## config.mk

```make
export PLATFORM = sky130hd
export DESIGN_NAME = load_store_unit
export DESIGN_NICKNAME = d
export VERILOG_FILES = /design/src/rtl/rv32i_pkg.sv /design/src/rtl/lsu_align.sv /design/src/rtl/load_store_unit.sv
export SDC_FILE = /design/constraint.sdc
export NUM_CORES = 1
export LEC_CHECK = 0
export CORE_AREA = 2 2 103 105
export DETAILED_ROUTE_END_ITERATION = 6
export DIE_AREA = 0 0 105 107
export DONT_BUFFER_PORTS = 1
export PLACE_DENSITY = 0.68
export SLEW_MARGIN = 20
export SYNTH_ARGS = -nofsm -noshare
export SYNTH_HDL_FRONTEND = slang
export SYNTH_SLANG_ARGS = --single-unit
```

## constraint.sdc

```tcl
create_clock -name clk -period 9.3 [get_ports clk]
set_clock_uncertainty 0.05 [all_clocks]
set_input_delay 1.86 -clock clk [delete_from_list [all_inputs] [get_ports clk]]
set_output_delay 1.86 -clock clk [all_outputs]
set_load 0.02 [all_outputs]
```

## src/rtl/rv32i_pkg.sv

```systemverilog
// -----------------------------------------------------------------------------
// rv32i_pkg
// Shared RV32I definitions used by the load/store unit:
//   - funct3 size/sign encodings for loads and stores
//   - data-path and strobe widths
//   - LSU state enumeration
//   - lsu_misaligned(): alignment / reserved-encoding check used when the
//     LSU_MISALIGN_TRAP_EN build option is enabled
// -----------------------------------------------------------------------------
package rv32i_pkg;

    localparam int XLEN   = 32;
    localparam int STRB_W = XLEN / 8;

    localparam logic [2:0] F3_B  = 3'b000;
    localparam logic [2:0] F3_H  = 3'b001;
    localparam logic [2:0] F3_W  = 3'b010;
    localparam logic [2:0] F3_BU = 3'b100;
    localparam logic [2:0] F3_HU = 3'b101;

    typedef enum logic [1:0] {
        LSU_IDLE = 2'd0,
        LSU_BUSY = 2'd1,
        LSU_DONE = 2'd2
    } lsu_state_t;

    // 1 when the access cannot be issued: halfword on an odd address, word
    // not on a word boundary, or one of the reserved size encodings.
    function automatic logic lsu_misaligned(input logic [2:0] funct3,
                                            input logic [1:0] off);
        logic bad;
        case (funct3)
            F3_B, F3_BU: bad = 1'b0;
            F3_H, F3_HU: bad = off[0];
            F3_W:        bad = (off != 2'b00);
            default:     bad = 1'b1;
        endcase
        return bad;
    endfunction

endpackage

```

## src/rtl/lsu_align.sv

```systemverilog
// -----------------------------------------------------------------------------
// lsu_align
// Purely combinational byte-lane formatting for the load/store unit.
//   Load side : ld_funct3 / ld_off select a byte, halfword or word lane of
//               ld_word and sign- or zero-extend it onto ld_data.
//   Store side: st_size (funct3[1:0]) / st_off replicate st_data across all
//               lanes onto st_word and build the matching byte strobe st_strb.
// Size encoding is funct3[1:0]: 00 byte, 01 half, 1x word (reserved codes
// therefore fall into the word case).
// -----------------------------------------------------------------------------
module lsu_align
    import rv32i_pkg::*;
(
    input  logic [2:0]        ld_funct3,
    input  logic [1:0]        ld_off,
    input  logic [XLEN-1:0]   ld_word,
    output logic [XLEN-1:0]   ld_data,
    input  logic [1:0]        st_size,
    input  logic [1:0]        st_off,
    input  logic [XLEN-1:0]   st_data,
    output logic [XLEN-1:0]   st_word,
    output logic [STRB_W-1:0] st_strb
);

    logic [7:0]  ld_lane [STRB_W];
    logic [7:0]  ld_byte;
    logic [15:0] ld_half;
    logic        ld_sext;

    for (genvar gi = 0; gi < STRB_W; gi++) begin : g_lane
        assign ld_lane[gi] = ld_word[8*gi +: 8];
    end

    always_comb begin
        ld_byte = ld_lane[ld_off];
        ld_half = ld_off[1] ? ld_word[31:16] : ld_word[15:0];
        // funct3[2] marks the unsigned variants (LBU/LHU)
        ld_sext = ~ld_funct3[2];
        case (ld_funct3[1:0])
            2'b00:   ld_data = {{24{ld_sext & ld_byte[7]}}, ld_byte};
            2'b01:   ld_data = {{16{ld_sext & ld_half[15]}}, ld_half};
            default: ld_data = ld_word;
        endcase
    end

    always_comb begin
        case (st_size)
            2'b00: begin
                st_word = {4{st_data[7:0]}};
                st_strb = 4'b0001 << st_off;
            end
            2'b01: begin
                st_word = {2{st_data[15:0]}};
                st_strb = st_off[1] ? 4'b1100 : 4'b0011;
            end
            default: begin
                st_word = st_data;
                st_strb = 4'b1111;
            end
        endcase
    end

endmodule

```

## src/rtl/load_store_unit.sv

```systemverilog
// -----------------------------------------------------------------------------
// load_store_unit
// RV32I data-memory stage. Turns a load/store request from execute into a
// registered req/ack bus transaction, formats load data for writeback and
// stalls the core while the access is outstanding.
//
// Parameters
//   TIMEOUT   bus-wait cycles (2..255) before an access is abandoned, fault=1
// Build option
//   LSU_MISALIGN_TRAP_EN  when defined, misaligned halfword/word accesses and
//                         reserved funct3 codes complete immediately with
//                         fault=1 and never reach the bus.
// Ports
//   clk, rst            clock, asynchronous active-high reset
//   req, we, funct3,    access request from execute (held while stall=1)
//   addr, wdata
//   stall               combinational pipeline hold
//   rdata, fault        registered load result / fault flag (valid in DONE)
//   bus_req, bus_we,    registered bus request, word address, strobes and
//   bus_addr, bus_wstrb,  lane-replicated store data
//   bus_wdata
//   bus_ack, bus_rdata  one-cycle completion pulse and read data from memory
// -----------------------------------------------------------------------------
module load_store_unit
    import rv32i_pkg::*;
#(
    parameter int TIMEOUT = 16
) (
    input  logic              clk,
    input  logic              rst,
    input  logic              req,
    input  logic              we,
    input  logic [2:0]        funct3,
    input  logic [XLEN-1:0]   addr,
    input  logic [XLEN-1:0]   wdata,
    output logic              stall,
    output logic [XLEN-1:0]   rdata,
    output logic              fault,
    output logic              bus_req,
    output logic              bus_we,
    output logic [XLEN-1:0]   bus_addr,
    output logic [STRB_W-1:0] bus_wstrb,
    output logic [XLEN-1:0]   bus_wdata,
    input  logic              bus_ack,
    input  logic [XLEN-1:0]   bus_rdata
);

    lsu_state_t        state_reg;
    logic [7:0]        count_reg;
    logic [2:0]        funct3_reg;
    logic [1:0]        off_reg;

    logic [XLEN-1:0]   ld_data;
    logic [XLEN-1:0]   st_word;
    logic [STRB_W-1:0] st_strb;
    logic              start_fault;

    // Loads are formatted from the request captured at issue time, since
    // bus_addr itself has its low two bits forced to zero.
    lsu_align u_align (
        .ld_funct3 (funct3_reg),
        .ld_off    (off_reg),
        .ld_word   (bus_rdata),
        .ld_data   (ld_data),
        .st_size   (funct3[1:0]),
        .st_off    (addr[1:0]),
        .st_data   (wdata),
        .st_word   (st_word),
        .st_strb   (st_strb)
    );

`ifdef LSU_MISALIGN_TRAP_EN
    assign start_fault = lsu_misaligned(funct3, addr[1:0]);
`else
    assign start_fault = 1'b0;
`endif

    // DONE is the one cycle the core is allowed to retire the instruction.
    assign stall = req & (state_reg != LSU_DONE);

    always_ff @(posedge clk or posedge rst) begin
        if (rst) begin
            state_reg  <= LSU_IDLE;
            count_reg  <= '0;
            funct3_reg <= '0;
            off_reg    <= '0;
            rdata      <= '0;
            fault      <= 1'b0;
            bus_req    <= 1'b0;
            bus_we     <= 1'b0;
            bus_addr   <= '0;
            bus_wstrb  <= '0;
            bus_wdata  <= '0;
        end else begin
            case (state_reg)
                LSU_IDLE: begin
                    fault <= 1'b0;
                    if (req) begin
                        if (start_fault) begin
                            fault     <= 1'b1;
                            state_reg <= LSU_DONE;
                        end else begin
                            bus_req    <= 1'b1;
                            bus_we     <= we;
                            bus_addr   <= {addr[XLEN-1:2], 2'b00};
                            bus_wstrb  <= we ? st_strb : '0;
                            bus_wdata  <= we ? st_word : '0;
                            funct3_reg <= funct3;
                            off_reg    <= addr[1:0];
                            count_reg  <= '0;
                            state_reg  <= LSU_BUSY;
                        end
                    end
                end

                LSU_BUSY: begin
                    // An ack on the last allowed cycle still wins over timeout.
                    if (bus_ack) begin
                        bus_req   <= 1'b0;
                        fault     <= 1'b0;
                        state_reg <= LSU_DONE;
                        if (!bus_we) begin
                            rdata <= ld_data;
                        end
                    end else if (count_reg == 8'(TIMEOUT - 1)) begin
                        // count_reg is the number of BUSY cycles already
                        // spent, so bus_req stays high exactly TIMEOUT cycles.
                        bus_req   <= 1'b0;
                        fault     <= 1'b1;
                        state_reg <= LSU_DONE;
                    end else begin
                        count_reg <= count_reg + 8'd1;
                    end
                end

                LSU_DONE: begin
                    fault     <= 1'b0;
                    state_reg <= LSU_IDLE;
                end

                default: begin
                    state_reg <= LSU_IDLE;
                end
            endcase
        end
    end

endmodule

```

Word level (Yosys, flattened, before mapping)
Index checks and enable logic that the tools add are counted.

storage, ports and cells
  flip-flop bits (word level) = 116
  output and inout port bits = 104
  bits of input ports = 104

cells by class
  multiplexer cells = 25
  reductions and logical operators = 12
  magnitude comparators = 1
  shift-type cells = 1
  add/subtract/negate cells = 1
  equality and inequality tests = 10
  bitwise logic cells = 6

operators with widths
  kind                   count
  $pmux W32 S2           2
  $mux W8                5
  $mux W32               1
  $bmux W8 S2            1
  $mux W16               1
  $pmux W8 S2            1
  $add A8 B1 Y8 const B  1
  $eq A8 B4 Y1 const B   1
  $mux W4                2
  $ne A2 B2 Y1 const B   4
  $pmux W4 S2            1
  $eq A2 B1 Y1 const B   3
  $logic_not A2 Y1       3
  $mux W2                3
  $reduce_and A2 Y1      3
  $reduce_and A3 Y1      2
  $mux W1                5
  $pmux W1 S2            2
  $pmux W2 S2            1
  $reduce_and A4 Y1      1
  $reduce_bool A2 Y1     2
  $shl A1 B2 Y4 const A  1
  $and A1 B1 Y1          3
  $ge A3 B3 Y1 const B   1
  other kinds (5)        6

Logic depth before layout (Yosys ltp)
Gate-level depths: netlist of run 1.

  depth after elaboration = 6
  gate-level depth with buffers = 6

By module
A second synthesis of run 1 with hierarchy kept.

second synthesis, totals
  cell total of the unflattened synthesis = 604
  area total of the unflattened synthesis = 5756.8 um2

modules (own cells, without submodules)
  module           instances  area an instance (um2)  sequential area each (um2)  cells an instance
  load_store_unit  1          4601.9                  2902.8                      447
  lsu_align        1          1154.9                  0.0                         157

Least setup slack after synthesis of run 1
Ideal clock, no wire load.

  path kind = input to output
  from = in req
  to = out stall
  cell stages on the path = 1
  slack = 5.021 ns
  buffers on the path = 0
  arrival = 2.369 ns
  data required time = 7.390 ns
  cells stage by stage = a21boi_0

between the ends
  cells in the longest elaborated chain, start to end = 1

RTL lines
  what           line                   RTL
  from (decl)    load_store_unit.sv:31  input logic req,
  $and A1 B1 Y1  load_store_unit.sv:79  assign stall = req & (state_reg != LSU_DONE);
  to (decl)      load_store_unit.sv:36  output logic stall,

No other way between the ends.

Worst setup path in the final report of run 1
Ends and elaborated chain as after synthesis.

==> flow_summary.ini, run 1 <==
[synth]
yosys-top-cells-count = nand2_1, dfrtp_1, a21oi_1, nand3_1, o21ai_0
ys.flop_type = dfrtp_1
async_flop_share = 1.00
synth_most_common_cell = nand2_1
synth_edf_count = 0
yosys.area_share.adder = 0.00229
netlist_area_mm2 = 0.00546
avgSynthCellArea_um2 = 9.17
synth.top_cells.by_area = dfrtp_1, nand2_1, mux2i_1
synth_top_area_frac = 0.532
netlist_instances = 595
synth_top_family_by_area = simple AND/OR/NAND/NOR gates
synth.distinct_cells = 45
seq_area_frac_synth = 0.532
synthSimpleGateAreaFrac = 0.244
synth_compound_area_frac = 0.120
synthMuxAreaShare = 0.0536
synth.largest_area_cell = dfrtp_1
ys_ff_latch = 116
ys.warnings.count = 0
synth-xor-area-share = 0.00481

[global_routing]
grt_pass1_vias = 4139
grt_overflow = 0
grt_max_degree = 101
antenna_found_initial = 0
grt.total_usage = 0.235
grt_pass1_wl_um = 20800

[clock_network]
clock_path_buffers = 2
htree_levels = 4
cts-resized-gates = 0
cts_sinks = 116
root_buffer = clkbuf_8
clk_latency_ps = 510
cts.clk_slew.worst_paths_ps = 60
post_cts_buffers = 0
ctsHoldBuffers = 0
numCtsBuffers = 17
cts_tree = built

[timing]
tns_ps = 0
setup-violations-final = 0
slew_viol_final = 0
tightest_slew_ps = 1100
fin_ws_ps = 5000
period_minus_slack_ps = 4300
rsz0062_at_grt = false
fmax_mhz = 232
timing.final.crit_share = 0.463
hold_viol = 0
slew_headroom = 0.264
whs_ps = 451

[hold_path]
whs_path_depth = 1
min_to = count_reg[3]
min-delay-start = count_reg[3]
hold_path.class = flip-flop to flip-flop

[die]
die_h_um = 107
dieArea_mm2 = 0.0112
core_area_mm2 = 0.0101
start_util = 0.541
num_io_pins = 208
rows = 37
dieWidth_um = 105

[routing]
avgViaCountPerCell = 5.64
wl_met3_um = 1270
drtIter0Drc = 244
routed-wl-met2_um = 6140
wl_met1_um = 5140
drtAntennaViolNets = 0
routedWlPerCell_um = 17.6
wirelength_um = 12800
firstDrtPassIters = 5
dr_total_vias = 4114
drc_errors = 0
top_layer = met4

[placed_design]
place_congestion = 0.818
numPortBuffers = 0
dp_hpwl_um = 8750
placed_cell_area_mm2 = 0.00550
place_ws_ps = 4990

[run]
maxCapViolations = 0

[setup_path]
rrSetupSlack_ps = 6520
reg2reg_to = rdata[9]
crit_arrival_ps = 2390
crit_required_ps = 7390
crit_fanout = 3
cp_num_buf_inv = 0
path_cells = a21boi_0
crit_path_start = req
path_class = input port to primary output
cp-end-kind = primary output
max_stage_delay_ps = 530
critPathLaunchType = input port
reg2reg_from = bus_we
reg2reg_depth = 3
slowest_stage = a21boi_0
critPathTopFamily = compound AO/OA/AOI/OAI gates

[outcome]
status = finished, final reports clean

[finish]
fin_nets = 685
area_growth_syn_to_layout_pct = 12.6
drive_gt1_frac = 0.115
design_area_mm2 = 0.00614
reg.largest.list = bus_wdata x32, rdata x32, bus_addr x30
antennaDiodeCount = 0

[power_and_ir_drop]
cellPowerDensity_mw_per_mm2 = 351
design_power_total_w = 0.00215
peakVddDrop_v = 0.000162
leakage_nw = 2.99
==> worst max path at each step <==
stage | cells past startpoint | to
finish | 1 | stall
global route | 1 | stall
CTS | 1 | stall
detailed placement | 1 | stall
global placement | 1 | stall
floorplan | 1 | bus_addr[10]
==> power by group <==
part	switching, W	internal (W)	leakage, nW
clock	0.000237	0.000464	0.308
sequential	0.000383	0.000687	1.47
combinational	0.000231	0.000152	1.21
total	0.000850	0.00130	2.99
==> cells in the final DEF, fill, tap and decap left out, types with 3 or more instances in the layout <==
cell and count:
nand3_1 32, clkinv_4 6, or3_1 5, o31ai_1 16
clkbuf_16 16, o21ai_0 32, inv_1 14, nand2b_1 11
nand2_1 177, nor2b_1 19, buf_4 4, dfrtp_1 116
mux2_2 10, nor2_1 19, nor3_1 4, nand3_2 10
a21oi_1 33, mux2i_1 18, xnor2_1 3, a22o_1 8
bufinv_16 5
==> layer usage <==
layer  track usage  up-vias
met2         0.372      181
met1         0.288     1949
li1              -     1960
met5             0        -
met3        0.0936       24
met4        0.0943        0
==> final cells by class <==
| cell class | instances | area (um^2) |
|---|---|---|
| well taps | 136 | 170 |
| clock buffers | 17 | 414 |
| fillers | 910 | 3950 |
| clock inverters | 15 | 231 |
| multi-input cells | 426 | 2340 |
| flip-flops and latches | 116 | 2900 |
| repair buffers | 4 | 30.0 |
| inverters | 15 | 58.8 |
==> worst reg2reg max path: stages, from the launching register on <==
cell and delay, ps:
dfrtp_1 490, nand4bb_2 1040, a2111oi_4 900, a21oi_1 150
==> cells by family (layout without fill, tap and decap cells) <==
family / Yosys count / count (layout)
AOI/OAI and AO/OA: 102 / 102
other: 1 / 2
and+or+nand+nor: 290 / 290
adders and majority gates: 1 / 1
muxes: 28 / 28
DFF: 116 / 116
buffers and inverters: 54 / 51
xor gates and xnor gates: 3 / 3
==> stage by stage <==
step | std cells | utilization
2_1_floorplan | 596 | -
3_3_place_gp | 697 | 0.545
3_5_place_dp | 697 | 0.545
4_1_cts | 729 | 0.609
5_1_grt | 729 | 0.609
6_report | 729 | 0.609
Power figures use the tool's default switching activity.
==> run 2, diff against run 1 <==
==> constraint.sdc (replaced) <==
create_clock -name clk -period 3.97 [get_ports clk]
set_clock_uncertainty 0.05 [all_clocks]
set_input_delay 0.794 -clock clk [delete_from_list [all_inputs] [get_ports clk]]
set_output_delay 0.794 -clock clk [all_outputs]
set_load 0.02 [all_outputs]
==> run 2 against run 1 <==
Non-clock buffer count increased by 3. Register-to-register slack worse by 4900 ps. Sequential power is 140% higher. Via count increased by 0.63%. Cell count up 0.41%. Core utilization fell by 0.43 points. Critical path depth up 1. Global-route usage up 0.39 points. Combinational power up 140%. Wire length rose by 2.0%. Critical path type is now flip-flop to primary output. Largest cell class unchanged. Largest power group unchanged. Highest routed layer unchanged.
==> flow_summary.ini, run 2 (same netlist as run 1, synthesis figures left out) <==
[outcome]
status = finished, final reports clean

[timing]
tns_ps = 0
slew_viol_final = 0
fmax_mhz = 419
timing.final.crit_share = 0.601
tightest_slew_ps = 941
hold_viol = 0
fin_ws_ps = 1580
whs_ps = 266
setup-violations-final = 0
rsz0062_at_grt = false
slew_headroom = 0.373
period_minus_slack_ps = 2390

[power_and_ir_drop]
power_frac_comb = 0.185
leakage_nw = 2.96
switchingPower_w = 0.00202
p_sw_frac = 0.413
internal-power_w = 0.00287
cellPowerDensity_mw_per_mm2 = 801
seqPwrFrac = 0.515
peakVddDrop_v = 0.000344
power_frac_clock = 0.300

[clock_network]
clock_path_buffers = 2
cts-resized-gates = 0
ctsHoldBuffers = 0
post_cts_buffers = 0
htree_levels = 4
clk_latency_ps = 510
cts.clk_slew.worst_paths_ps = 60
cts_sinks = 116
root_buffer = clkbuf_8
cts_tree = built
numCtsBuffers = 17

[placed_design]
place_congestion = 0.842
place_ws_ps = 1620
numPortBuffers = 0
placed_cell_area_mm2 = 0.00552
dp_hpwl_um = 9280

[finish]
regArea_mm2 = 0.00290
final_common_cell = nand2_1
multi_input_area_mm2 = 0.00234
antennaDiodeCount = 0
fin_nets = 688
design_area_mm2 = 0.00610
final_util = 0.604
area_growth_syn_to_layout_pct = 11.8
nFillCells = 908
final_cell_mix = nand2_1, dfrtp_1, a21oi_1
reg.largest.list = bus_wdata x32, rdata x32, bus_addr x30
drive_gt1_frac = 0.117

[die]
rows = 37
core_area_mm2 = 0.0101
start_util = 0.541
die_h_um = 107
num_io_pins = 208
dieArea_mm2 = 0.0112
dieWidth_um = 105

[routing]
wirelength_um = 13100
drtIter0Drc = 236
drtAntennaViolNets = 0
routedWlPerCell_um = 17.9
firstDrtPassIters = 7
drc_errors = 0
avgViaCountPerCell = 5.66
dr_total_vias = 4140

[setup_path]
crit_required_ps = 3130
crit_arrival_ps = 1540
max_stage_delay_ps = 550
path_cells = inv_1 > a21boi_0
critPathLaunchType = flip-flop
cp-end-kind = primary output
slowest_stage = a21boi_0
crit_fanout = 6
path_class = flip-flop to primary output

[hold_path]
hold_path.class = input port to async pin

[global_routing]
grt_overflow = 0
antenna_found_initial = 0
grt.total_usage = 0.238
grt_pass1_vias = 4152
grt_pass1_wl_um = 21100
grt_max_degree = 70

[run]
maxCapViolations = 0
-- run 2: layer usage --
metal | routed length, um | part of all wire | vias up | GRT usage
met4 | 283 | 0.022 | 0 | 0.0952
met2 | 6270 | 0.48 | 186 | 0.378
met5 | 0 | 0 | - | 0
met3 | 1150 | 0.088 | 21 | 0.0809
met1 | 5400 | 0.41 | 1972 | 0.302
li1 | - | - | 1961 | -
-- run 2: final timing paths --
kind | slack (ps) | start | end | cells after the start
worst max register to register | 1590 | funct3_reg[1] | rdata[29] | 4
min in group clk | 340 | addr[18] | bus_addr[18] | 2
max in group asynchronous | 2760 | rst | rdata[0] | 2
worst min-delay path | 270 | rst | bus_addr[14] | 1
worst min register to register | 450 | count_reg[2] | count_reg[2] | 1
worst max-delay path | 1580 | state_reg[0] | stall | 2
-- run 2: worst max-delay path: cells and delay by family (launching register included) --
kind / cells / cell delay, ps
buffers and inverters: 1 / 50
DFF: 1 / 440
AOI/OAI and AO/OA: 1 / 550
-- run 2: final cells by class --
| cell class | count | share of cell area |
|---|---|---|
| inverters | 15 | 0.00964 |
| multi-input cells | 426 | 0.384 |
| clock buffers | 18 | 0.0685 |
| clock inverters | 14 | 0.0256 |
| well taps | 136 | 0.0279 |
| repair buffers | 7 | 0.00862 |
| flip-flops and latches | 116 | 0.476 |
-- run 2: per-stage QoR --
step / power, W / instances
floorplan: 0.00317 / 596
global placement: 0.00340 / 700
detailed placement: 0.00345 / 700
CTS: 0.00492 / 732
global route: 0.00516 / 732
finish: 0.00489 / 732
-- run 2: power by group through the flow --
stage	Sequential (W)	Clock (W)	Combinational, W
3_5_place_dp	0.00253	0	0.000921
2_1_floorplan	0.00236	0	0.000805
6_report	0.00252	0.00146	0.000903
5_1_grt	0.00257	0.00154	0.00105
4_1_cts	0.00252	0.00149	0.000916
3_3_place_gp	0.00253	0	0.000869
